==> config.mk <==
export PLATFORM = sky130hd
export DESIGN_NAME = falafel_mem_cas_adapter
export DESIGN_NICKNAME = d
export VERILOG_FILES = /design/src/rtl/falafel_mem_cas_adapter_pkg.sv /design/src/rtl/falafel_mem_cas_adapter.sv
export SDC_FILE = /design/constraint.sdc
export NUM_CORES = 1
export LEC_CHECK = 0
export ABC_CLOCK_PERIOD_IN_PS = 3600
export CORE_UTILIZATION = 35
export CTS_CLUSTER_DIAMETER = 200
export DETAILED_ROUTE_END_ITERATION = 10
export MAX_ROUTING_LAYER = met4
export PLACE_DENSITY = 0.59
export SYNTH_ARGS = -nofsm -noshare
export SYNTH_HDL_FRONTEND = slang
export SYNTH_SLANG_ARGS = --single-unit
==> constraint.sdc <==
create_clock -name clk_i -period 3.6 [get_ports clk_i]
set_input_delay 0.9 -clock clk_i [delete_from_list [all_inputs] [get_ports clk_i]]
set_output_delay 0.9 -clock clk_i [all_outputs]
set_load 0.01 [all_outputs]
==> src/rtl/falafel_mem_cas_adapter_pkg.sv <==
// Shared types and constants for the falafel LSU memory/CAS adapter.
package falafel_mem_cas_adapter_pkg;

  localparam int unsigned DATA_W = 64;

  // Key value the LSU treats as "unlocked"; a CAS returning it with cas_exp 0 acquired the lock
  localparam logic [DATA_W-1:0] EMPTY_KEY = '0;

  typedef enum logic [2:0] {
    IDLE,
    ISSUE_RD,
    WAIT_RD,
    ISSUE_WR,
    WAIT_WR,
    RSP
  } state_e;

  typedef enum logic [1:0] {
    OP_LOAD,
    OP_STORE,
    OP_CAS
  } op_e;

endpackage

==> src/rtl/falafel_mem_cas_adapter.sv <==
// Terminates the LSU request/response port on a single-port memory backend,
// running loads/stores as one backend access and CAS as an atomic read-compare-write.
module falafel_mem_cas_adapter
  import falafel_mem_cas_adapter_pkg::*;
#(
  parameter int unsigned DATA_W = falafel_mem_cas_adapter_pkg::DATA_W,
  parameter int unsigned CNT_W  = 16
) (
  input  logic              clk_i,
  input  logic              rst_ni,
  input  logic              mem_req_val_i,
  output logic              mem_req_rdy_o,
  input  logic              mem_req_is_write_i,
  input  logic              mem_req_is_cas_i,
  input  logic [DATA_W-1:0] mem_req_addr_i,
  input  logic [DATA_W-1:0] mem_req_data_i,
  input  logic [DATA_W-1:0] mem_req_cas_exp_i,
  output logic              mem_rsp_val_o,
  input  logic              mem_rsp_rdy_i,
  output logic [DATA_W-1:0] mem_rsp_data_o,
  output logic              be_req_o,
  input  logic              be_gnt_i,
  output logic              be_we_o,
  output logic [DATA_W-1:0] be_addr_o,
  output logic [DATA_W-1:0] be_wdata_o,
  input  logic              be_rvalid_i,
  input  logic [DATA_W-1:0] be_rdata_i,
  output logic [CNT_W-1:0]  cas_ok_cnt_o,
  output logic [CNT_W-1:0]  cas_fail_cnt_o
);

  state_e              state_q, state_d;
  op_e                 op_q, op_d, req_op;
  logic [DATA_W-1:0]   addr_q, addr_d;
  logic [DATA_W-1:0]   data_q, data_d;
  logic [DATA_W-1:0]   exp_q, exp_d;
  logic [DATA_W-1:0]   rdata_q, rdata_d;
  logic [CNT_W-1:0]    ok_q, ok_d;
  logic [CNT_W-1:0]    fail_q, fail_d;

  logic                req_rdy_q, req_rdy_d;
  logic                be_req_q, be_req_d;
  logic                be_we_q, be_we_d;
  logic [DATA_W-1:0]   be_addr_q, be_addr_d;
  logic [DATA_W-1:0]   be_wdata_q, be_wdata_d;
  logic                rsp_val_q, rsp_val_d;
  logic [DATA_W-1:0]   rsp_data_q, rsp_data_d;

  // Next-state, request capture and CAS statistics
  always_comb begin
    state_d = state_q;
    op_d    = op_q;
    addr_d  = addr_q;
    data_d  = data_q;
    exp_d   = exp_q;
    rdata_d = rdata_q;
    ok_d    = ok_q;
    fail_d  = fail_q;
    req_op  = mem_req_is_cas_i   ? OP_CAS   :
              mem_req_is_write_i ? OP_STORE : OP_LOAD;

    unique case (state_q)
      IDLE: begin
        if (mem_req_val_i && req_rdy_q) begin
          op_d    = req_op;
          addr_d  = mem_req_addr_i;
          data_d  = mem_req_data_i;
          exp_d   = mem_req_cas_exp_i;
          state_d = (req_op == OP_STORE) ? ISSUE_WR : ISSUE_RD;
        end
      end
      ISSUE_RD: if (be_gnt_i) state_d = WAIT_RD;
      WAIT_RD: begin
        if (be_rvalid_i) begin
          rdata_d = be_rdata_i;
          if (op_q != OP_CAS) begin
            state_d = RSP;
          end else if (be_rdata_i == exp_q) begin
            state_d = ISSUE_WR;
            ok_d    = (ok_q == '1) ? ok_q : ok_q + CNT_W'(1);
          end else begin
            state_d = RSP;
            fail_d  = (fail_q == '1) ? fail_q : fail_q + CNT_W'(1);
          end
        end
      end
      ISSUE_WR: if (be_gnt_i) state_d = WAIT_WR;
      WAIT_WR:  if (be_rvalid_i) state_d = RSP;
      RSP:      if (mem_rsp_rdy_i) state_d = IDLE;
      default:  state_d = IDLE;
    endcase
  end

  // Outputs are decoded from the next state so they appear registered in the state they belong to
  always_comb begin
    req_rdy_d  = (state_d == IDLE);
    be_req_d   = (state_d == ISSUE_RD) || (state_d == ISSUE_WR);
    be_we_d    = (state_d == ISSUE_WR);
    be_addr_d  = be_req_d ? addr_d : '0;
    be_wdata_d = be_we_d ? data_d : '0;
    rsp_val_d  = (state_d == RSP);
    rsp_data_d = (rsp_val_d && (op_d != OP_STORE)) ? rdata_d : '0;
  end

  always_ff @(posedge clk_i or negedge rst_ni) begin
    if (!rst_ni) begin
      state_q    <= IDLE;
      op_q       <= OP_LOAD;
      addr_q     <= '0;
      data_q     <= '0;
      exp_q      <= '0;
      rdata_q    <= '0;
      ok_q       <= '0;
      fail_q     <= '0;
      req_rdy_q  <= 1'b0;
      be_req_q   <= 1'b0;
      be_we_q    <= 1'b0;
      be_addr_q  <= '0;
      be_wdata_q <= '0;
      rsp_val_q  <= 1'b0;
      rsp_data_q <= '0;
    end else begin
      state_q    <= state_d;
      op_q       <= op_d;
      addr_q     <= addr_d;
      data_q     <= data_d;
      exp_q      <= exp_d;
      rdata_q    <= rdata_d;
      ok_q       <= ok_d;
      fail_q     <= fail_d;
      req_rdy_q  <= req_rdy_d;
      be_req_q   <= be_req_d;
      be_we_q    <= be_we_d;
      be_addr_q  <= be_addr_d;
      be_wdata_q <= be_wdata_d;
      rsp_val_q  <= rsp_val_d;
      rsp_data_q <= rsp_data_d;
    end
  end

  assign mem_req_rdy_o  = req_rdy_q;
  assign be_req_o       = be_req_q;
  assign be_we_o        = be_we_q;
  assign be_addr_o      = be_addr_q;
  assign be_wdata_o     = be_wdata_q;
  assign mem_rsp_val_o  = rsp_val_q;
  assign mem_rsp_data_o = rsp_data_q;
  assign cas_ok_cnt_o   = ok_q;
  assign cas_fail_cnt_o = fail_q;

endmodule

Word level (Yosys, flattened, before mapping):

Index checks and enable logic that the tools add are counted.

* bits in registers: 489
* latch bits: 0
* bits in writable memories: 0
* bits in read-only memories: 0
* input port bits: 264
* memories kept: 0

* add/sub/neg operators: 2
* multipliers: 0
* div/mod/pow operators: 0
* magnitude comparators: 0
* eq/ne operators: 14
* shift-type cells: 0
* muxes and demuxes: 23
* bitwise operators: 4
* reductions and logical operators: 8

Operators by type and width (number)
* two-way mux 64 bit: 9
* == test 64 bit: 1
* adder 16 x 1 -> 16 bit, second input constant: 2
* == test 16 bit, second input constant: 2
* two-way mux 3 bit: 8
* one-hot mux 3 bit (6 select lines): 1
* AND reduction 5 bit: 2
* == test 3 x 2 -> 1 bit, second input constant: 3
* == test 3 bit, second input constant: 3
* two-way mux 2 bit: 4
* == test 3 x 1 -> 1 bit, second input constant: 2
* zero test 3 bit: 2
* inverter 1 bit: 4
* == test 2 x 1 -> 1 bit, second input constant: 1
* logical AND 1 bit: 2
* != test 2 x 1 -> 1 bit, second input constant: 1
* != test 2 bit, second input constant: 1
* AND reduction 2 bit: 1
* logical OR 1 bit: 1
* two-way mux 1 bit: 1

Longest topological paths before layout:

Gate-level depths: netlist of run 1.

* word-level depth: 9
* gate-level depth with buffers: 10
* depth with buffers taken out: 7

Worst setup path after synthesis of run 1:

OpenSTA, ideal clock, no wires.

* path type: input to register
* start point: input be_rdata_i[36]
* end point: register rsp_data_q[10], in the netlist mem_rsp_data_o[10]
* data arrival time: 2.387 ns
* required time: 3.478 ns
* path slack: 1.091 ns
* stages: 8
* buffers on the path: 1
* cells stage by stage: xnor2_1 nand4_1 nor4_2 and4_4 a21boi_1 o211ai_2 buf_2 nor2b_1

* cells in the longest elaborated chain, start to end: 8

RTL lines
* from (decl): line falafel_mem_cas_adapter.sv:27 `input logic [DATA_W-1:0] be_rdata_i,`
* == test 64 bit: line falafel_mem_cas_adapter.sv:78 `end else if (be_rdata_i == exp_q) begin`
* two-way mux 3 bit: line falafel_mem_cas_adapter.sv:78
* two-way mux 3 bit: line falafel_mem_cas_adapter.sv:76 `if (op_q != OP_CAS) begin`
* two-way mux 3 bit: line falafel_mem_cas_adapter.sv:74 `if (be_rvalid_i) begin`
* one-hot mux 3 bit (6 select lines): line falafel_mem_cas_adapter.sv:62 `unique case (state_q)`
* == test 3 bit: line falafel_mem_cas_adapter.sv:101 `rsp_val_d = (state_d == RSP);`
* logical AND 1 bit: line falafel_mem_cas_adapter.sv:102 `rsp_data_d = (rsp_val_d && (op_d != OP_STORE)) ? rdata_d : '0;`
* two-way mux 64 bit: line falafel_mem_cas_adapter.sv:102
* named net rsp_data_d[10]: line falafel_mem_cas_adapter.sv:47 `logic [DATA_W-1:0] rsp_data_q, rsp_data_d;`
* to (signal assigned): line falafel_mem_cas_adapter.sv:137 `rsp_data_q <= rsp_data_d;`
* to (decl): line falafel_mem_cas_adapter.sv:47

The timed path passes the listed nets, and every way through them passes these cells.
A chain may end at the register's enable or synchronous reset.

Final worst setup path of run 1:

* start point: input be_rdata_i[42]
* end point: register be_wdata_q[30], in the netlist be_wdata_o[30]

* cells in the longest elaborated chain, start to end: 7

RTL lines
* == test 64 bit: line falafel_mem_cas_adapter.sv:78
* two-way mux 3 bit: line falafel_mem_cas_adapter.sv:78
* two-way mux 3 bit: line falafel_mem_cas_adapter.sv:76
* two-way mux 3 bit: line falafel_mem_cas_adapter.sv:74
* one-hot mux 3 bit (6 select lines): line falafel_mem_cas_adapter.sv:62
* named net state_d[1]: line falafel_mem_cas_adapter.sv:32 `state_e state_q, state_d;`
* == test 3 x 2 -> 1 bit: line falafel_mem_cas_adapter.sv:98 `be_we_d = (state_d == ISSUE_WR);`
* two-way mux 64 bit: line falafel_mem_cas_adapter.sv:100 `be_wdata_d = be_we_d ? data_d : '0;`
* named net be_wdata_d[30]: line falafel_mem_cas_adapter.sv:45 `logic [DATA_W-1:0] be_wdata_q, be_wdata_d;`
* to (signal assigned): line falafel_mem_cas_adapter.sv:135 `be_wdata_q <= be_wdata_d;`
* to (decl): line falafel_mem_cas_adapter.sv:45

The timed path passes the listed nets, and every way through them passes these cells.

==> out/results.tsv, run 1 <==
metric	value	unit
rsz0062_at_grt	false	
r2r-end	be_wdata_o[30]	
switching_share	0.278	
die_x	230	µm
worst_hold_path_type	in -> async	
clock_sink_count	489	
p_sw	0.00555	W
cts_made_buffers	52	
yosys_warnings	0	
clkLatencyLatePin	0.59	ns
drc	0	
finalInstanceArea	25900	µm²
status	completed	
p_int	0.0144	W
port-buffer-count	491	
dp_worst_setup_slack	-0.172	ns
comb_power_share	0.313	
first_pass_grt_wire_length	76200	µm
post-route-period-util	0.866	
synth-seq-area-share	0.672	
grt_start_max_net_pins	90	
slew-limit-headroom	0.462	
vias	11400	
netlist_instances	1213	
fill_cells	4454	
clk_root_buffer_cell	sky130_fd_sc_hd__clkbuf_16	
wl_per_cell	20.4	µm
clock_power_share	0.271	
cell_area_power_density	770	nW/µm²
worstPathMaxFanout	65	
seq_power_share	0.416	
core	51400	µm²
die_height	230	µm
floorplan.initialDensity	0.354	
num-nets-final	1999	
crit_path_start_kind	input port	
cts-hold-fix-buffers	0	
final_antenna_net_count	0	
most_frequent_cells_in_the_layout	sky130_fd_sc_hd__clkdlybuf4s50_1, sky130_fd_sc_hd__dfrtp_1, sky130_fd_sc_hd__mux2_2, sky130_fd_sc_hd__nor2b_1, sky130_fd_sc_hd__xnor2_1	
cts_max_level	2	
number_of_pins_exceeding_their_max_slew_limit_in_the_final_report	0	
crit_arrival	3.63	ns
finalHoldViolCount	0	
yosys.cell_types.count	40	
crit_path_end	be_wdata_o[30]	
cts_buffer_depth	3	
globalplace.congestion	0.799	
io-pin-count	492	
worst-r2r-cell-count	8	
critPathRequiredTime	4.11	ns
firstDrtPassIters	4	
cts.repair_timing.setup_buffer_count	0	
viasPerCell	4.61	
synth-seq-cells	489	
critical_path_launch_point	be_rdata_i[42]	
placement_rows	83	
static-leakage-power	11.2	nW
post-route-worst-setup-slack	0.482	ns
final_report_setup_violation_count	0	
vdd_drop_max	0.425	mV
grt_pass1_vias	12300	
worstReg2RegStart	exp_q[42]	
grt_use_total	0.197	
drive_above_1_share	0.223	
clkSlewWorstSetupHoldPaths	0.06	ns
timing.critical_path.to_type	flop	
placedInstanceArea	24200	µm²
wirelength	50200	µm
post_synth_instance_area	18200	µm²
post-route-min-period	3.12	ns
antenna_found_initial	10	
residual_overflow_from_global_routing	0	
fp.dieArea	53000	µm²
whs	0.315	ns
crit_type	in -> reg	
max_freq	321	MHz
reg2reg_setup_slack	0.88	ns
timing_worst_slew_pin_value	0.807	ns
synthesis.area_per_instance	15.0	µm²
max_cap_viol_count	0	
synth_fp_nets	1479	
final_skew	0.0157	ns
hpwl	36100	µm
post_cts.resized_instances	0	
synthToLayoutAreaGrowth	42.4	%
first_iter_violations	390	
final_common_cell	sky130_fd_sc_hd__clkdlybuf4s50_1	
cts_tree	built	
## power groups by stage
| stage | Clock, W | Combinational (W) | Sequential (W) |
|---|---|---|---|
| 2_1_floorplan | 0 | 0.00328 | 0.00856 |
| 3_3_place_gp | 0 | 0.00625 | 0.00837 |
| 3_5_place_dp | 0 | 0.00634 | 0.00845 |
| 4_1_cts | 0.00557 | 0.00637 | 0.00836 |
| 5_1_grt | 0.00580 | 0.00678 | 0.00856 |
| 6_report | 0.00541 | 0.00626 | 0.00831 |
## cells in the mapped netlist
library cell,instances,area [µm²]
sky130_fd_sc_hd__a21boi_0,1,7.51
sky130_fd_sc_hd__a21boi_1,1,7.51
sky130_fd_sc_hd__a21oi_1,1,5.00
sky130_fd_sc_hd__a311oi_4,1,26.3
sky130_fd_sc_hd__a31oi_1,1,6.26
sky130_fd_sc_hd__and2_1,1,6.26
sky130_fd_sc_hd__and2_4,1,8.76
sky130_fd_sc_hd__and3_1,69,432
sky130_fd_sc_hd__and3_2,1,7.51
sky130_fd_sc_hd__and3_4,1,11.3
sky130_fd_sc_hd__and4_4,2,22.5
sky130_fd_sc_hd__and4b_1,1,10.0
sky130_fd_sc_hd__buf_1,1,3.75
sky130_fd_sc_hd__buf_2,40,200
sky130_fd_sc_hd__buf_6,2,22.5
sky130_fd_sc_hd__clkbuf_1,17,63.8
sky130_fd_sc_hd__dfrtp_1,489,12200
sky130_fd_sc_hd__ha_1,2,25.0
sky130_fd_sc_hd__inv_1,6,22.5
sky130_fd_sc_hd__mux2_2,259,2920
sky130_fd_sc_hd__nand2_1,13,48.8
sky130_fd_sc_hd__nand2b_1,3,18.8
sky130_fd_sc_hd__nand3_1,16,80.1
sky130_fd_sc_hd__nand3_2,1,10.0
sky130_fd_sc_hd__nand3b_1,3,22.5
sky130_fd_sc_hd__nand4_1,23,144
sky130_fd_sc_hd__nand4b_1,1,8.76
sky130_fd_sc_hd__nor2_1,11,41.3
sky130_fd_sc_hd__nor2b_1,129,807
sky130_fd_sc_hd__nor3_1,5,25.0
sky130_fd_sc_hd__nor4_1,4,25.0
sky130_fd_sc_hd__nor4_2,6,75.1
sky130_fd_sc_hd__o211ai_2,1,12.5
sky130_fd_sc_hd__o21ai_0,1,5.00
sky130_fd_sc_hd__o21ai_1,2,10.0
sky130_fd_sc_hd__o22ai_1,1,6.26
sky130_fd_sc_hd__o31a_1,1,8.76
sky130_fd_sc_hd__or2_2,1,6.26
sky130_fd_sc_hd__xnor2_1,82,718
sky130_fd_sc_hd__xor2_1,12,105
## per-stage QoR
stage,power (W),TNS [ns],std cells,utilization
after floorplan,0.0118,0,1213,-
after global placement,0.0146,-25.03,2359,0.470
after detailed placement,0.0148,-15.93,2359,0.470
after CTS,0.0203,0,2455,0.504
after global routing,0.0211,0,2465,0.505
final,0.0200,0,2466,0.505
## cells by family after synthesis
group / after synthesis / share of synthesized area
multiplexers: 259 / 0.160
flip-flops: 489 / 0.672
AO/OA/AOI/OAI: 11 / 0.00522
buffers and inverters: 66 / 0.0172
adder cells (fa/ha/maj): 2 / 0.00137
XOR/XNOR: 94 / 0.0452
AND/OR/NAND/NOR: 292 / 0.0994
## worst min-delay path by stage
stage	startpoint	endpoint	depth (start not counted)
after floorplan	addr_q[0]	addr_q[0]	1
after global placement	data_q[59]	data_q[59]	1
after detailed placement	cas_ok_cnt_o[5]	cas_ok_cnt_o[5]	1
after CTS	rst_ni	be_wdata_o[11]	1
after global routing	rst_ni	be_wdata_o[45]	1
final	rst_ni	be_wdata_o[11]	1
## state kept, by name, indices dropped and copies added (netlist names)
register / cells
exp_q: 64
data_q: 64
be_req_o: 1
addr_q: 64
be_wdata_o: 64
be_we_o: 1
mem_req_rdy_o: 1
cas_ok_cnt_o: 16
mem_rsp_val_o: 1
rdata_q: 64
cas_fail_cnt_o: 16
op_q: 2
be_addr_o: 64
state_q: 3
mem_rsp_data_o: 64
## critical path, stage by stage
cell                              delay [ns]
sky130_fd_sc_hd__clkdlybuf4s50_1        0.44
sky130_fd_sc_hd__xnor2_1                0.34
sky130_fd_sc_hd__nand4_1                0.21
sky130_fd_sc_hd__nor4_2                 0.51
sky130_fd_sc_hd__nand4_1                0.33
sky130_fd_sc_hd__o21ai_1                0.32
sky130_fd_sc_hd__nand3_2                0.14
sky130_fd_sc_hd__buf_12                 0.20
sky130_fd_sc_hd__nor2b_1                0.18
## layer usage
metal  vias to the layer above  GRT usage  wire, µm
met5                         -          -         0
met4                         0     0.0499      1090
met3                        68     0.0823      4920
met2                       389      0.307     23600
met1                      5735      0.234     20600
li1                       5177          -         -
## area by class of cell
type                       count  area (µm²)  area share
clock buffer                  82        1590      0.0611
timing repair buffer         526        5350       0.206
antenna                       11        27.5     0.00106
multi-input combinational    658        5710       0.220
sequential                   489       12200       0.472
clock inverter                14         165     0.00637
inverter                       6        22.5    0.000868
tap                          680         851      0.0328
(Power assumes the default switching activity.)
==> run 2: changes to the inputs <==
Settings changed: SETUP_SLACK_MARGIN set to 0.2.
==> results of run 2 <==
Final layout, timing and power as in run 1 (identical DEF).
==> run 3: changes to the inputs <==
Settings changed: CTS_CLUSTER_DIAMETER 200 to not set, TNS_END_PERCENT set to 100.
==> results of run 3 <==
Final layout, timing and power as in run 1 (identical DEF).
